===== config.mk =====
export PLATFORM = sky130hd
export DESIGN_NAME = ram_bit_insert_unit_16
export DESIGN_NICKNAME = d
export VERILOG_FILES = /design/src/rtl/ram_bit_insert_unit_16_pkg.sv /design/src/rtl/ram_bit_insert_core.sv /design/src/rtl/ram_bit_insert_unit_16.sv
export SDC_FILE = /design/constraint.sdc
export NUM_CORES = 1
export LEC_CHECK = 0
export CORE_ASPECT_RATIO = 1.1
export CORE_UTILIZATION = 45
export DETAILED_ROUTE_END_ITERATION = 10
export PLACE_DENSITY_LB_ADDON = 0.12
export SLEW_MARGIN = 30
export SYNTH_ARGS = -nofsm -noshare
export SYNTH_HDL_FRONTEND = slang
export SYNTH_SLANG_ARGS = --single-unit

===== constraint.sdc =====
create_clock -name clk -period 1.8 [get_ports clk]
set_clock_uncertainty 0.1 [all_clocks]
set_input_delay 0.36 -clock clk [delete_from_list [all_inputs] [get_ports clk]]
set_output_delay 0.36 -clock clk [all_outputs]
set_load 0.01 [all_outputs]

===== src/rtl/ram_bit_insert_unit_16_pkg.sv =====
// Shared types and helpers for the bit-insert word builder: FSM encoding,
// default geometry and a saturating counter increment.
package ram_bit_insert_unit_16_pkg;

  typedef enum logic [1:0] {
    IDLE  = 2'd0,
    ACCUM = 2'd1,
    OUT   = 2'd2
  } state_t;

  localparam int DEFAULT_DATA_WIDTH  = 16;
  localparam int DEFAULT_REG_WIDTH   = 4;
  localparam int DEFAULT_COUNT_WIDTH = 5;

  // Increment value, sticking at the largest number a width-bit counter holds.
  function automatic logic [31:0] sat_inc(input logic [31:0] value,
                                          input int unsigned width);
    logic [31:0] max_val;
    max_val = (32'd1 << width) - 32'd1;
    return (value >= max_val) ? max_val : value + 32'd1;
  endfunction

endpackage


===== src/rtl/ram_bit_insert_core.sv =====
// Combinational single-bit insert: replaces word[index] with value when enabled
// and the index lies inside the word. Write-side mirror of the bit-select mux.
module ram_bit_insert_core #(
  parameter int DATA_WIDTH = 16,
  parameter int REG_WIDTH  = 4
) (
  input  logic [DATA_WIDTH-1:0] word,
  input  logic [REG_WIDTH-1:0]  index,
  input  logic                  value,
  input  logic                  en,
  output logic [DATA_WIDTH-1:0] new_word,
  output logic                  in_range
);

  localparam logic [31:0] DW = DATA_WIDTH;

  assign in_range = (32'(index) < DW);

  // NOTE: every output of an always_comb gets a default first so no path
  // leaves it unassigned and a latch cannot be inferred.
  always_comb begin
    new_word = word;
    for (int i = 0; i < DATA_WIDTH; i++) begin
      if (en && (index == REG_WIDTH'(i))) new_word[i] = value;
    end
  end

endmodule


===== src/rtl/ram_bit_insert_unit_16.sv =====
// Builds a word from a loaded base plus (index, value) bit writes and hands it
// out on a valid/ready port. Ready/valid flags are registered state decodes.
module ram_bit_insert_unit_16
  import ram_bit_insert_unit_16_pkg::*;
#(
  parameter int DATA_WIDTH  = DEFAULT_DATA_WIDTH,
  parameter int REG_WIDTH   = DEFAULT_REG_WIDTH,
  parameter int COUNT_WIDTH = DEFAULT_COUNT_WIDTH
) (
  input  logic                   clk,
  input  logic                   rst_n,
  input  logic                   load_valid,
  input  logic [DATA_WIDTH-1:0]  load_data,
  output logic                   load_ready,
  input  logic                   bit_valid,
  input  logic [REG_WIDTH-1:0]   bit_index,
  input  logic                   bit_value,
  input  logic                   bit_last,
  output logic                   bit_ready,
  output logic                   out_valid,
  output logic [DATA_WIDTH-1:0]  out_data,
  input  logic                   out_ready,
  output logic [COUNT_WIDTH-1:0] bit_count,
  output logic                   index_err
);

  state_t                state, next_state;
  logic [DATA_WIDTH-1:0] word, new_word;
  logic                  in_range;
  logic                  load_fire, bit_fire, out_fire;
  logic                  load_ready_d, bit_ready_d, out_valid_d;

  // Ready flags are registered, so a masked valid can never fire in the
  // wrong state even if the other side drives unknowns there.
  assign load_fire = load_valid && load_ready;
  assign bit_fire  = bit_valid && bit_ready;
  assign out_fire  = out_valid && out_ready;

  ram_bit_insert_core #(
    .DATA_WIDTH(DATA_WIDTH),
    .REG_WIDTH (REG_WIDTH)
  ) u_core (
    .word    (word),
    .index   (bit_index),
    .value   (bit_value),
    .en      (bit_fire),
    .new_word(new_word),
    .in_range(in_range)
  );

  // NOTE: sequential state uses non-blocking assignments so every register
  // samples pre-edge values regardless of statement order.
  always_ff @(posedge clk or negedge rst_n) begin
    if (!rst_n) begin
      state      <= IDLE;
      load_ready <= 1'b0;
      bit_ready  <= 1'b0;
      out_valid  <= 1'b0;
    end else begin
      state      <= next_state;
      load_ready <= load_ready_d;
      bit_ready  <= bit_ready_d;
      out_valid  <= out_valid_d;
    end
  end

  always_comb begin
    next_state = state;
    case (state)
      IDLE:    if (load_fire) next_state = ACCUM;
      ACCUM:   if (bit_fire && bit_last) next_state = OUT;
      OUT:     if (out_fire) next_state = IDLE;
      default: next_state = IDLE;
    endcase
  end

  // Flags are decoded from the state being entered, which makes them
  // registered copies of the current state one edge later.
  always_comb begin
    load_ready_d = (next_state == IDLE);
    bit_ready_d  = (next_state == ACCUM);
    out_valid_d  = (next_state == OUT);
  end

  // NOTE: the word buffer is a plain register, not a memory, so it is
  // cleared by reset along with the rest of the datapath.
  always_ff @(posedge clk or negedge rst_n) begin
    if (!rst_n) begin
      word      <= '0;
      out_data  <= '0;
      bit_count <= '0;
      index_err <= 1'b0;
    end else begin
      index_err <= bit_fire && !in_range;
      if (load_fire) begin
        word      <= load_data;
        bit_count <= '0;
      end else if (bit_fire) begin
        word <= new_word;
        if (in_range) bit_count <= COUNT_WIDTH'(sat_inc(32'(bit_count), COUNT_WIDTH));
        if (bit_last) out_data <= new_word;
      end
    end
  end

endmodule


==> results of run 1 <==
what timing repair did:
action	4_1_cts	5_1_grt
endpoints found under the setup margin	1	11
endpoints found under the hold margin	15	0
setup buffers	0	1
hold buffers	1	0
resized for setup	1	9
power breakdown:
| part | internal, mW | total (mW) | switching, mW |
|---|---|---|---|
| Clock | 0.309 | 0.621 | 0.312 |
| Sequential | 1.38 | 1.62 | 0.243 |
| Combinational | 0.974 | 1.82 | 0.847 |
cell type report:
cell class / count / area (sq um) / area share
multi-input cells: 153 / 930 / 0.320
flip-flops and latches: 42 / 1050 / 0.363
well taps: 54 / 67.6 / 0.0233
clock buffers: 7 / 86.3 / 0.0297
clock inverters: 1 / 5.00 / 0.00172
inverters: 1 / 3.75 / 0.00129
repair buffers: 81 / 758 / 0.261
sequential cells by signal, indices dropped and copies added (netlist names):
name        cells
out_data       16
bit_ready       1
load_ready      1
out_valid       1
bit_count       5
state           2
word           16
logic make-up (layout without fill, tap and decap cells):
family,Yosys count,count (layout)
and+or+nand+nor,70,70
DFF,42,42
AOI/OAI and AO/OA,79,79
other,1,1
muxes,1,1
adders and majority gates,2,2
buffers and inverters,18,90
layout by cell type, fill, tap and decap left out, drive strengths merged:
cell type	instances
a211oi	1
a21oi	21
a31o	1
a31oi	33
a41oi	1
and2	3
and3	4
and3b	3
and4	1
and4b	3
and4bb	2
buf	31
clkbuf	7
clkdlybuf4s50	48
clkinv	1
conb	1
dfrtp	42
dlygate4sd3	1
dlymetal6s2s	1
ha	2
inv	1
mux2	1
nand2	20
nand2b	2
nand3b	1
nand4	3
nand4b	4
nand4bb	1
nor2	21
nor3	1
nor3b	1
o211a	1
o21a	1
o21ai	15
o31ai	2
o41ai	3
through the flow:
stage	area, sq um	std cells	setup slack (ps)	util	power, mW
global placement	2770	329	-256	0.637	3.38
finish	2900	339	38.7	0.668	4.06
CTS	2870	338	17.5	0.661	4.06
global route	2900	339	-16.8	0.668	4.34
floorplan	2060	213	119	-	2.49
detailed placement	2770	329	-292	0.637	3.42
routing by layer:
metal  vias up  global-route usage  wire length (um)
li1        932                   -                 -
met1       923               0.307              2300
met2        62               0.388              2590
met3        11              0.0391               235
met4         0               0.104               100
met5         -                   0                 0
path summary, 6_finish.rpt:
| kind | start | end | cells after the start |
|---|---|---|---|
| setup / recovery | bit_count[4]$_DFFE_PN0P_ | bit_count[4] | 1 |
| hold / removal | state[1]$_DFF_PN0_ | bit_ready$_DFF_PN0_ | 1 |
| setup reg to reg | bit_count[1]$_DFFE_PN0P_ | bit_count[2]$_DFFE_PN0P_ | 6 |
| hold reg to reg | state[1]$_DFF_PN0_ | bit_ready$_DFF_PN0_ | 1 |
| max in group asynchronous | rst_n | bit_ready$_DFF_PN0_ | 3 |
| min in group asynchronous | rst_n | out_data[13]$_DFFE_PN0P_ | 2 |
==> results by group, run 1 <==
Clock network
  – CTS tree: built
  – Clock tree buffer depth: 2
  – Clock Sinks: between 40 and 50
  – Htree depth: 2
  – Clk root buf: clkbuf_8
  – Worst-path clk slew: 70 ps
  – Skew-Pair Late Insertion Delay: between 200 and 300 ps
  – Cts bufs inserted: 5

STA
  – Setup TNS: 0 ps
  – Endpoints failing hold: 0
  – Fmax: around 0.57 GHz
  – Post-route minimum period: around 1800 ps
  – Endpoints failing setup: 0
  – Final hold slack: between 300 and 400 ps
  – Final Slew Violations: 0
  – Post-route clock period utilization: 0.978

Yosys
  – Syn Nets: 242
  – Mapped cell area: approximately 2100 sq um
  – Post-synthesis simple-gate area fraction: 0.187
  – Top cells by area, synth: dfrtp_1 (51%), a31oi_1 (10%), a21oi_1 (5.1%)
  – Area share of the largest cell type after synthesis: 0.510
  – Post-synth top area cell: dfrtp_1
  – Primary FF master, synth: dfrtp_1
  – Sequential-to-total area share from yosys stat: 0.510
  – Ys async rst share: 1.00
  – Post-synth top cells: dfrtp_1 (42), a31oi_1 (33), a21oi_1 (21), nor2_1 (21), nand2_1 (20)
  – EDFF count, synth: 0
  – #FFs+latches synth: 42
  – Post-synthesis mux area share: 0.00546
  – Synthesized area per cell: approximately 9.7 sq um
  – Largest family of logic cells by synthesized area: compound AO/OA/AOI/OAI gates
  – Adder-Cell Fraction of Synth Area: 0.0121
  – YS warnings: 0
  – Synth Area in Compound Gates: 0.236
  – XOR/XNOR Fraction of Synth Area: 0
  – Synth unique cells: 35
  – Post-Synthesis Cells: between 200 and 250
  – Most frequent cell after synthesis: dfrtp_1

Routing
  – Via Count: 1928
  – Post-route ant nets: 0
  – First-pass iteration count of the detailed router: 4
  – DRT iter0 DRCs: 94
  – Final wirelength: ~5.2 mm
  – Vias per cell: ~5.7
  – Drt wl/cell: 15.4 um
  – DRC viols: 0

Worst setup path
  – Element type at the critical path end: output pin
  – Critical-path cell list: clkdlybuf4s50_1
  – Reg2Reg Setup Slack: about 60 ps
  – CP max stage cell: clkdlybuf4s50_1
  – CP required: about 1300 ps
  – Startpoint class of the critical path: flop
  – CP bufs+invs: 1
  – Worst endpoint data arrival time: 1300 ps
  – Setup CP Type: reg2out
  – Crit path max-delay family: buffers and inverters
  – Max stage delay on crit path: between 500 and 600 ps
  – Worst Path Max Fanout: 5

Final layout
  – Final #Nets: between 300 and 400
  – Share of cells above drive strength 1: 0.172
  – # diodes: 0
  – Area growth, synth to finish: 40.9%
  – Fillers: around 390

Placed design
  – RePlAce Congestion: 0.846
  – I/O Buffers: 50
  – Hpwl dp: around 4 mm

Power
  – Pwr dens: approximately 1400 nW/um^2
  – P_leak: 1.23 nW
  – VDD IR-drop max: 0.790 mV

Global routing
  – Tot GR Track Use: 0.236
  – First-pass GRT wire length: 8.51 mm
  – Initial antenna violation count: 0
  – Pin count of the biggest net entering global routing: 32
  – Vias in the first global route: around 1800
  – GRT overflow: 0

Run
  – Max_cap viols: 0

Hold path
  – Hold Path Class: reg2reg

Floorplanning
  – Die Width: about 67 um
  – Initial Util: 0.474
  – Die footprint: roughly 4900 sq um
  – DIE HEIGHT: 73.0 um
  – Top-level I/O count: 52
  – Total core area: 4350 sq um
  – # rows: 25

Run status
  – Status: finished, final reports clean
No activity file was read; power rests on OpenSTA's default activity.
==> run 2: changes to the inputs <==
CAP_MARGIN = 20   (was default)
==> results of run 2 <==
No change in the layout: final DEF, timing and power equal those of run 1.
==> run 3: changes to the inputs <==
CORE_UTILIZATION = 49   (was 45)
==> run 3 against run 2 <==
Effect of this change: worst hold slack lost 370 ps; register-to-register slack gained 50 ps; die area shrank 7.9%; worst setup slack is essentially flat; wire length grew 0.40%; clock power grew 2%; largest power group unchanged; critical path depth grew 1; sequential cell count is the same; critical endpoint is now bit_count[1]; cell area shrank 2.2%; maximum frequency is essentially flat; global-route usage grew 1.9 points; sequential power is essentially flat.
==> results by group, run 3 (synthesized netlist as in run 1, its figures left out) <==
Final layout
  – Non-filler cells, final: 330
  – Final #Nets: between 300 and 400
  – Fillers: about 310
  – Largest registers: out_data: 16 flops, word: 16 flops, bit_count: 5 flops
  – Share of cells above drive strength 1: 0.162
  – Leading cell types in the layout, fill and taps excluded: clkdlybuf4s50_1 (47), dfrtp_1 (40), a31oi_1 (33), buf_4 (23), nor2_1 (21)
  – Commonest non-fill, non-tap cell in the layout: clkdlybuf4s50_1
  – # diodes: 0
  – Area growth, synth to finish: 37.8%

Floorplanning
  – Initial Util: 0.516
  – # rows: 24
  – Top-level I/O count: 52
  – Die footprint: 4470 sq um
  – DIE HEIGHT: roughly 70 um
  – Die Width: ~64 um
  – Total core area: between 3000 and 4000 sq um

Routing
  – Post-route ant nets: 0
  – Via Count: between 1500 and 2000
  – DRT iter0 DRCs: between 100 and 150
  – Vias per cell: 5.76
  – DRC viols: 0
  – First-pass iteration count of the detailed router: 4
  – Drt wl/cell: 15.9 um
  – Final wirelength: ~5.3 mm

Power
  – Comb pwr share: 0.441
  – Clock power share: 0.156
  – Switch share: 0.349
  – Net Sw Power: 1.41 mW
  – VDD IR-drop max: 0.777 mV
  – P_leak: 1.20 nW
  – Pwr dens: ~1400 nW/um^2
  – Flop pwr share: 0.403
  – Power Total: slightly above 4 mW
  – Cell-internal power: ~2.6 mW

Worst setup path
  – Element type at the critical path end: output pin
  – CP max stage cell: clkdlybuf4s50_1
  – Worst endpoint data arrival time: ~1300 ps
  – Critical-path cell list: buf_4 > clkdlybuf4s50_1
  – Startpoint class of the critical path: flop
  – R2r worst-path depth: 6
  – CP required: 1340 ps
  – Max stage delay on crit path: 530 ps
  – Setup CP Type: reg2out
  – Worst Path Max Fanout: 4

STA
  – Post-route clock period utilization: 0.978
  – Worst Max-Slew Pin Slew: between 500 and 600 ps
  – Final setup margin: just under 40 ps
  – Final hold slack: about 18 ps
  – Max_slew headroom: 0.653
  – RSZ-0062 raised after global routing: true
  – Endpoints failing setup: 0
  – Endpoints failing hold: 0
  – Final Slew Violations: 0
  – Fmax: between 0.5 and 0.6 GHz
  – Post-route minimum period: approximately 1800 ps

Clock network
  – Hold buffer count at CTS: 0
  – Skew-Pair Late Insertion Delay: roughly 300 ps
  – CTS tree: built
  – Htree depth: 2
  – Post-CTS setup buffer count: 0
  – Worst-path clk slew: ~80 ps
  – Clk root buf: clkbuf_8
  – Cts bufs inserted: 5
  – Clock tree buffer depth: 2
  – Clock Sinks: 42

Placed design
  – RePlAce Congestion: ~0.85
  – Worst slack, placed: -249 ps
  – I/O Buffers: 50
  – Hpwl dp: 3.76 mm
  – Cells after DPL: 322

Global routing
  – Pin count of the biggest net entering global routing: 43
  – GRT overflow: 0
  – Initial antenna violation count: 0
  – First-pass GRT wire length: about 8.7 mm
  – Vias in the first global route: around 1900
  – Tot GR Track Use: 0.256

Run status
  – Status: finished, final reports clean

Hold path
  – Hold Path Class: in2async

Run
  – Max_cap viols: 0
==> run 3: cell types whose count changed in the layout (fill, tap and decap cells not counted), sizes merged <==
cell / delta
clkbuf: -1
clkdlybuf4s50: -1
dlymetal6s2s: +1
dlygate4sd3: -1
clkinvlp: +1
buf: -6
==> run 3: path summary, 6_finish.rpt <==
check                           slack (ps)                      from                        to
worst min-delay path                    20                     rst_n  out_data[13]$_DFFE_PN0P_
worst max register to register         110  bit_count[0]$_DFFE_PN0P_  bit_count[2]$_DFFE_PN0P_
worst min register to register         400        state[1]$_DFF_PN0_       bit_ready$_DFF_PN0_
worst max-delay path                    40  bit_count[1]$_DFFE_PN0P_              bit_count[1]
min in group clk                       400        state[1]$_DFF_PN0_       bit_ready$_DFF_PN0_
max in group asynchronous             1190                     rst_n  bit_count[2]$_DFFE_PN0P_
==> run 3: area by class of cell <==
| type | count | area, sq um | area share |
|---|---|---|---|
| clock inverters | 2 | 12.5 | 0.00441 |
| inverters | 1 | 3.75 | 0.00132 |
| well taps | 52 | 65.1 | 0.0229 |
| clock buffers | 6 | 82.6 | 0.0291 |
| repair buffers | 74 | 693 | 0.244 |
| flip-flops and latches | 42 | 1050 | 0.371 |
| multi-input cells | 153 | 930 | 0.327 |
==> run 3: repair_timing <==
action                                 4_1_cts  5_1_grt
setup endpoints to repair                    1        8
resized for setup                            1        9
endpoints found under the hold margin        0        0
==> run 3: critical path: cells and delay by family (launching register included) <==
kind | cells | cell delay [ps]
buffers and inverters | 2 | 660
flip-flops | 1 | 360
==> run 3: power groups by stage <==
stage	combinational, mW	sequential (mW)	clock, mW
2_1_floorplan	0.787	1.71	0
3_3_place_gp	1.75	1.63	0
3_5_place_dp	1.78	1.63	0
4_1_cts	1.79	1.62	0.645
5_1_grt	1.96	1.69	0.684
6_report	1.79	1.63	0.632
==> run 3: per-layer routing <==
metal	global-route usage	share of wire	vias to the layer above
li1	-	-	923
met5	0	0	-
met1	0.323	0.42	884
met3	0.0588	0.068	10
met2	0.411	0.49	85
met4	0.121	0.016	0
==> run 3: per-stage QoR <==
step	cell area (sq um)	TNS, ps	utilization
after detailed placement	2720	-3930	0.681
after CTS	2820	0	0.705
after floorplan	2060	0	-
final	2840	0	0.711
after global routing	2840	0	0.711
after global placement	2720	-3130	0.681
